**config.mk**
```make
export PLATFORM = sky130hd
export DESIGN_NAME = llc_cmd_dispatch
export DESIGN_NICKNAME = d
export VERILOG_FILES = /design/src/rtl/llc_cmd_dispatch.sv
export SDC_FILE = /design/constraint.sdc
export NUM_CORES = 1
export LEC_CHECK = 0
export BUFFER_PORTS_ARGS = -buffer_cell sky130_fd_sc_hd__buf_2
export CORE_MARGIN = 2
export CORE_UTILIZATION = 46
export CTS_CLUSTER_DIAMETER = 200
export CTS_CLUSTER_SIZE = 12
export DETAILED_ROUTE_END_ITERATION = 6
export SLEW_MARGIN = 0
export SYNTH_ARGS = -nofsm -noshare
export SYNTH_HDL_FRONTEND = slang
export SYNTH_SLANG_ARGS = --single-unit
```
**constraint.sdc**
```tcl
create_clock -name clk -period 26.5 [get_ports clk]
set_clock_uncertainty 0.1 [all_clocks]
set_input_delay 0 -clock clk [delete_from_list [all_inputs] [get_ports clk]]
set_output_delay 0 -clock clk [all_outputs]
set_load 0.05 [all_outputs]
```
**src/rtl/llc_cmd_dispatch.sv**
```systemverilog
// LLC trace command front end: in-order command FIFO, address decode, one-at-a-time cache request issue, clear/print sequencing.
// Latency: a command accepted into an empty FIFO with the FSM idle is popped on the next edge, so req_valid rises two edges after it is presented.
// Backpressure: cmd_ready = FIFO not full (no pass-through when full); req_* held stable until req_ready; clear/print wait for their done pulses.
module llc_cmd_dispatch #(
    parameter  int ADDR_SIZE   = 32,
    parameter  int OFFSET_SIZE = 6,
    parameter  int INDEX_SIZE  = 14,
    parameter  int FIFO_DEPTH  = 8,
    localparam int TAG_SIZE    = ADDR_SIZE - INDEX_SIZE - OFFSET_SIZE
) (
    input  logic                   clk,
    input  logic                   rst,
    input  logic                   cmd_valid,
    output logic                   cmd_ready,
    input  logic [3:0]             cmd_code,
    input  logic [ADDR_SIZE-1:0]   cmd_addr,
    output logic                   req_valid,
    input  logic                   req_ready,
    output logic [3:0]             req_code,
    output logic                   req_snoop,
    output logic [TAG_SIZE-1:0]    req_tag,
    output logic [INDEX_SIZE-1:0]  req_index,
    output logic [OFFSET_SIZE-1:0] req_offset,
    output logic                   clear_start,
    input  logic                   clear_done,
    output logic                   print_req,
    input  logic                   print_done,
    output logic                   busy,
    output logic                   err_illegal,
    output logic [15:0]            illegal_cnt
);

    localparam int PTR_W = $clog2(FIFO_DEPTH);
    localparam logic [PTR_W:0] PTR_ONE = {{PTR_W{1'b0}}, 1'b1};

    localparam logic [2:0] ST_IDLE       = 3'd0;
    localparam logic [2:0] ST_ISSUE      = 3'd1;
    localparam logic [2:0] ST_CLEAR_REQ  = 3'd2;
    localparam logic [2:0] ST_CLEAR_WAIT = 3'd3;
    localparam logic [2:0] ST_PRINT_WAIT = 3'd4;

    typedef struct packed {
        logic [3:0]           code;
        logic [ADDR_SIZE-1:0] addr;
    } cmd_t;

    // FIFO storage; pointers carry an extra wrap bit to tell full from empty
    cmd_t           mem_q [FIFO_DEPTH];
    cmd_t           mem_d [FIFO_DEPTH];
    logic [PTR_W:0] wr_ptr_q, wr_ptr_d;
    logic [PTR_W:0] rd_ptr_q, rd_ptr_d;
    logic           fifo_empty, fifo_full;
    cmd_t           head;

    logic [2:0]             state_q, state_d;
    logic [3:0]             req_code_q, req_code_d;
    logic                   req_snoop_q, req_snoop_d;
    logic [TAG_SIZE-1:0]    req_tag_q, req_tag_d;
    logic [INDEX_SIZE-1:0]  req_index_q, req_index_d;
    logic [OFFSET_SIZE-1:0] req_offset_q, req_offset_d;
    logic                   err_illegal_q, err_illegal_d;
    logic [15:0]            illegal_cnt_q, illegal_cnt_d;

    logic cmd_legal, cmd_fire, push, pop, illegal_fire;

    assign fifo_empty = (wr_ptr_q == rd_ptr_q);
    assign fifo_full  = (wr_ptr_q[PTR_W] != rd_ptr_q[PTR_W]) &&
                        (wr_ptr_q[PTR_W-1:0] == rd_ptr_q[PTR_W-1:0]);
    assign head       = mem_q[rd_ptr_q[PTR_W-1:0]];

    // Ready is withheld while reset is asserted so every output reads 0 in reset
    assign cmd_ready    = !fifo_full && !rst;
    assign cmd_legal    = (cmd_code <= 4'd6) || (cmd_code == 4'd8) || (cmd_code == 4'd9);
    assign cmd_fire     = cmd_valid && cmd_ready;
    assign push         = cmd_fire && cmd_legal;
    assign illegal_fire = cmd_fire && !cmd_legal;

    // FIFO write/read pointer and storage update
    always_comb begin
        mem_d    = mem_q;
        wr_ptr_d = wr_ptr_q;
        rd_ptr_d = rd_ptr_q;
        if (push) begin
            mem_d[wr_ptr_q[PTR_W-1:0]].code = cmd_code;
            mem_d[wr_ptr_q[PTR_W-1:0]].addr = cmd_addr;
            wr_ptr_d = wr_ptr_q + PTR_ONE;
        end
        if (pop) begin
            rd_ptr_d = rd_ptr_q + PTR_ONE;
        end
    end

    // Illegal codes are consumed but only counted and flagged
    always_comb begin
        err_illegal_d = illegal_fire;
        illegal_cnt_d = illegal_cnt_q;
        if (illegal_fire && (illegal_cnt_q != 16'hFFFF)) begin
            illegal_cnt_d = illegal_cnt_q + 16'd1;
        end
    end

    // Dispatch FSM: pop only from IDLE so nothing overlaps a pending request, clear or print
    always_comb begin
        state_d      = state_q;
        pop          = 1'b0;
        req_code_d   = req_code_q;
        req_snoop_d  = req_snoop_q;
        req_tag_d    = req_tag_q;
        req_index_d  = req_index_q;
        req_offset_d = req_offset_q;
        case (state_q)
            ST_IDLE: begin
                if (!fifo_empty) begin
                    pop = 1'b1;
                    if (head.code <= 4'd6) begin
                        state_d      = ST_ISSUE;
                        req_code_d   = head.code;
                        req_snoop_d  = (head.code >= 4'd3);
                        req_tag_d    = head.addr[ADDR_SIZE-1 -: TAG_SIZE];
                        req_index_d  = head.addr[OFFSET_SIZE +: INDEX_SIZE];
                        req_offset_d = head.addr[OFFSET_SIZE-1:0];
                    end else if (head.code == 4'd8) begin
                        state_d = ST_CLEAR_REQ;
                    end else if (head.code == 4'd9) begin
                        state_d = ST_PRINT_WAIT;
                    end
                end
            end
            ST_ISSUE: begin
                if (req_ready) state_d = ST_IDLE;
            end
            ST_CLEAR_REQ: begin
                // clear_done arriving here belongs to nothing we asked for yet
                state_d = ST_CLEAR_WAIT;
            end
            ST_CLEAR_WAIT: begin
                if (clear_done) state_d = ST_IDLE;
            end
            ST_PRINT_WAIT: begin
                if (print_done) state_d = ST_IDLE;
            end
            default: state_d = ST_IDLE;
        endcase
    end

    // State registers; reset abandons all in-flight work and empties the FIFO
    always_ff @(posedge clk or posedge rst) begin
        if (rst) begin
            for (int i = 0; i < FIFO_DEPTH; i++) mem_q[i] <= '0;
            wr_ptr_q      <= '0;
            rd_ptr_q      <= '0;
            state_q       <= ST_IDLE;
            req_code_q    <= '0;
            req_snoop_q   <= 1'b0;
            req_tag_q     <= '0;
            req_index_q   <= '0;
            req_offset_q  <= '0;
            err_illegal_q <= 1'b0;
            illegal_cnt_q <= '0;
        end else begin
            mem_q         <= mem_d;
            wr_ptr_q      <= wr_ptr_d;
            rd_ptr_q      <= rd_ptr_d;
            state_q       <= state_d;
            req_code_q    <= req_code_d;
            req_snoop_q   <= req_snoop_d;
            req_tag_q     <= req_tag_d;
            req_index_q   <= req_index_d;
            req_offset_q  <= req_offset_d;
            err_illegal_q <= err_illegal_d;
            illegal_cnt_q <= illegal_cnt_d;
        end
    end

    // Handshake outputs decode straight from the state flop so reset drops them at once
    assign req_valid   = (state_q == ST_ISSUE);
    assign clear_start = (state_q == ST_CLEAR_REQ);
    assign print_req   = (state_q == ST_PRINT_WAIT);
    assign busy        = !fifo_empty || (state_q != ST_IDLE);
    assign req_code    = req_code_q;
    assign req_snoop   = req_snoop_q;
    assign req_tag     = req_tag_q;
    assign req_index   = req_index_q;
    assign req_offset  = req_offset_q;
    assign err_illegal = err_illegal_q;
    assign illegal_cnt = illegal_cnt_q;

endmodule

```
Word-level counts from Yosys, hierarchy flattened
Index checks and enable logic that the tools add are counted.

Flip-flop bits (word level): 353. Word-level logic and storage cells: 92.

Order comparisons: 6. Bitwise logic cells: 3. Eq/ne operators: 17. Reductions and logical operators: 18. $add $sub $neg: 3. Mux-type cells: 19.

Operators by type and width (count): bitwise mux 288 bit (2); demux 36 bit (select 3 bit) (2); binary-select mux 36 bit (select 3 bit) (1); 2-to-1 mux 36 bit (3); 2-to-1 mux 32 bit (1); 2-to-1 mux 3 bit (7); adder 16 x 1 -> 16 bit (second input constant) (1); equality test 4 bit (second input constant) (4); inequality test 16 bit (second input constant) (1); case mux 3 bit (5 select lines) (1); adder 4 x 1 -> 4 bit (second input constant) (2); >= comparator 4 bit (second input constant) (2); <= comparator 4 x 3 -> 1 bit (second input constant) (2); NOT 3 -> 4 bit (2); logical AND 1 bit (7); equality test 3 x 2 -> 1 bit (second input constant) (2); AND reduction 5 bit (1); equality test 4 bit (1); >= comparator 4 x 2 -> 1 bit (second input constant) (1); logical NOT 1 bit (4); less-than comparator 4 x 1 -> 1 bit (second input constant) (1); inequality test 2 x 1 -> 1 bit (second input constant) (2); inequality test 2 bit (second input constant) (2); inequality test 4 bit (second input constant) (1); 10 further kinds (13).

Logic depth before layout (Yosys ltp)
Depth after elaboration: 10. Gate-level depth with buffers: 9. Gate-level depth less buffers: 6.

Least setup slack after synthesis
OpenSTA, ideal clock, no wires.

Kind: register to register. From: register illegal_cnt_q[0], in the netlist illegal_cnt[0]. To: register illegal_cnt_q[14], in the netlist illegal_cnt[14]. Stages on the path, launching flop included: 7. Setup slack: 24.199 ns. Arrival: 2.060 ns. Data required time: 26.259 ns. Path buffers: 0. Period minus slack after synthesis: 2.301 ns. Path through: dfrtp_1 > ha_1 > and4_1 > nor2b_1 > nand4_1 > or3b_2 > xnor2_1.

Word-level cells in the longest chain between the ends: 2. Elaborated cells on any way between the ends: 3.

Ends and longest elaborated chain: start: declaration (line 62) `logic [15:0] illegal_cnt_q, illegal_cnt_d;`; start signal: assignment (line 171) `illegal_cnt_q <= illegal_cnt_d;`; parallel branches: the longest is 2 deep, another holds adder 16 x 1 -> 16 bit.

Parallel ways; which one is timed is not known. A chain may end at the register's enable or synchronous reset.

Worst setup path after layout
From: register rd_ptr_q[0]. To: register mem_q[73] (netlist bit).

Word-level cells in the longest chain between the ends: 6.

Ends and longest elaborated chain: start: declaration (line 51) `logic [PTR_W:0] rd_ptr_q, rd_ptr_d;`; start signal: assignment (line 163) `rd_ptr_q <= rd_ptr_d;`; equality test 3 bit (line 68) `(wr_ptr_q[PTR_W-1:0] == rd_ptr_q[PTR_W-1:0]);`; logical AND 1 bit (line 67) `assign fifo_full = (wr_ptr_q[PTR_W] != rd_ptr_q[PTR_W]) &&`; logical NOT 1 bit (line 72) `assign cmd_ready = !fifo_full && !rst;`; logical AND 1 bit (line 72); logical AND 1 bit (line 74) `assign cmd_fire = cmd_valid && cmd_ready;`; logical AND 1 bit (line 75) `assign push = cmd_fire && cmd_legal;`; end signal: assignment (line 161) `mem_q <= mem_d;`; end: declaration (line 48) `cmd_t mem_q [FIFO_DEPTH];`.

No other way between the ends.

==> reports/results.tsv <==
metric	value	unit
Post-CTS Setup Inserts	0	
CP arrival	4160	ps
Max VDD drop	0.0000606	V
DR WL/cell	20.0	microns
pwr/cell area	119	nW/um^2
status	complete, no violations	
Register-to-Register Setup Slack	22620	ps
CTS sink count	353	
IO Pins	101	
Clock transition at path regs	60	ps
post-synth net total	1053	
Syn Area/Cell	15.5	sq um
TritonCTS clock tree	yes	
ys async rst share	1.00	
CTS resizes	0	
CTS Root Cell	clkbuf_16	
Post-layout nets	1181	
Tightest Pin Transition	1040	ps
Antenna Nets Post-Route	0	
Max Slew Vio Count	0	
placed cells	1506	
drt total wl	31700	microns
Final setup viols	0	
Clk Latency, worst-skew pair	500	ps
global-route wire length before repair	52000	microns
Yosys top cell by area	dfrtp_1	
synth warn	0	
initial antenna violation count	1	
vias per inst	5.44	
post-synthesis sequential area ratio	0.564	
Max Cap Viol	0	
Fin. Hold Viols	0	
CP required	26780	ps
aggregate global routing overflow	0	
design area	17800	sq um
setup TNS	0	ps
crit path kind	reg2reg	
Global Route Usage Sum	0.186	
Design Power	2.13	mW
Post-DP Area	16500	sq um
First-pass DRT Iterations	4	
Setup crit end kind	register	
fraction of layout cells with a size suffix above 1	0.461	
CTS H-tree depth	2	
initial DRC count	407	
Die Wd	188	microns
DRC Markers	0	
number of synthesized flops with an enable pin	0	
fin cells	1588	
synth top area cells	dfrtp_1 (56%), mux2_2 (20%), mux4_2 (10%)	
Die Y	188	microns
worst slack, placed	22520	ps
Area Growth Syn to Fin	13.9	%
Final Util	0.532	
global placement routability congestion	0.730	
hold_ws	197	ps
core area	33500	sq um
RSZ-0062 raised after global routing	no	
Synth Flop Type	dfrtp_1	
startpoint types	register	
Buffers on Ports	100	
largest net degree at the start of global routing	144	
relative slew slack	0.306	
Hold Path Class	in2async	
period utilization	0.146	
distinct cell type count after synthesis	47	
# hold bufs at CTS	41	
CTS max path bufs	3	
cell count after synthesis	1008	
vias in the first global route	9267	
PnR worst setup slack	22620	ps
Initial Util	0.467	
cts bufs inserted	35	
FILL cells	2861	
Max Freq	0.258	GHz
CP max FO	48	
die area	35500	sq um
Rows	67	
Yosys reg bits	353	
dpl hpwl	17200	microns
Leak	8.19	nW
fraction of synthesized cell area taken by the top area cell type	0.564	
vias	8643	
Post-Syn Area	15700	sq um
Final Critical Period	3880	ps
-- synthesized netlist by cell type, drive strengths merged, types with 2 or more instances --
cell      n
ha        3
nor3      3
a41oi     2
nor2     15
nand3     8
nand4b    2
a21oi     6
a32oi     2
o21ai    34
o311ai    2
xnor2    17
buf      50
mux2i    37
mux4     72
and3      3
clkbuf   12
and4      2
nand2    49
mux2    291
or2       3
nor3b     4
inv       7
nand4     9
xor2     11
dfrtp   353
-- cells in the final DEF, fill, tap and decap left out, types with 3 or more instances in the layout --
| master | n |
|---|---|
| xor2_1 | 11 |
| dlygate4sd3_1 | 41 |
| o21ai_0 | 34 |
| dfrtp_1 | 350 |
| mux2i_1 | 37 |
| buf_2 | 100 |
| ha_1 | 3 |
| xnor2_1 | 17 |
| or2_2 | 3 |
| mux4_2 | 72 |
| nand4_1 | 7 |
| and3_1 | 3 |
| clkbuf_16 | 37 |
| inv_1 | 6 |
| mux2_1 | 7 |
| mux2_2 | 284 |
| a21oi_1 | 6 |
| nand2_1 | 49 |
| buf_4 | 12 |
| nand3_1 | 7 |
| nor2_1 | 14 |
-- state kept, by name (all words and copies together) (netlist names) --
signal and flops:
req_tag 12, err_illegal 1, req_offset 6, req_index 14
state_q 3, illegal_cnt 16, req_snoop 1, req_code 4
rd_ptr_q 4, wr_ptr_q 4, mem_q 288
-- layer usage --
| metal | global-route usage | routed length (microns) |
|---|---|---|
| met1 | 0.262 | 14700 |
| met2 | 0.310 | 15600 |
| met3 | 0.0244 | 878 |
| met4 | 0.0421 | 548 |
| met5 | 0 | 0 |
-- cell families (layout without fill, tap and decap cells) --
group | Yosys count | after routing | synth area share
other cells | 0 | 1 | 0
fa+ha+maj | 3 | 3 | 0.00240
xor+xnor | 28 | 28 | 0.0157
compound gates | 50 | 50 | 0.0191
buf+inv | 69 | 200 | 0.0255
mux | 400 | 400 | 0.337
flops | 353 | 353 | 0.564
simple gates | 105 | 105 | 0.0366
-- critical path, cell delays in order (launching register included) --
cell      delay [ps]
dfrtp_4         1090
xnor2_1          230
a41oi_2          370
and2b_1          440
nand4b_4         840
mux2_1           640
-- layout make-up --
class	count	area [sq um]	share of cell area
Timing Repair Buffer	153	1000	0.0561
Multi-Input combinational cell	586	6460	0.362
Tap cell	448	561	0.0314
Sequential cell	353	8840	0.496
Clock inverter	1	8.76	0.000491
Clock buffer	39	933	0.0523
Inverter	7	33.8	0.00189
Antenna cell	1	2.50	0.000140
-- path summary, 6_finish.rpt --
check	startpoint	endpoint	cells after the start
setup / recovery	rd_ptr_q[0]$_DFFE_PP0P_	mem_q[73]$_DFFE_PP0P_	5
hold / removal	rst	req_code[2]$_DFFE_PP0P_	3
min in group clk	cmd_addr[1]	mem_q[253]$_DFFE_PP0P_	3
hold reg to reg	req_offset[4]$_DFFE_PP0P_	req_offset[4]$_DFFE_PP0P_	2
max in group asynchronous	rst	mem_q[154]$_DFFE_PP0P_	5
setup reg to reg	rd_ptr_q[0]$_DFFE_PP0P_	mem_q[73]$_DFFE_PP0P_	5
-- power breakdown --
part           switching [mW]  total, mW  internal (mW)
sequential              0.152      0.921          0.769
clock                   0.190      0.437          0.247
combinational           0.370      0.773          0.404
No activity file was read; power rests on OpenSTA's default activity.
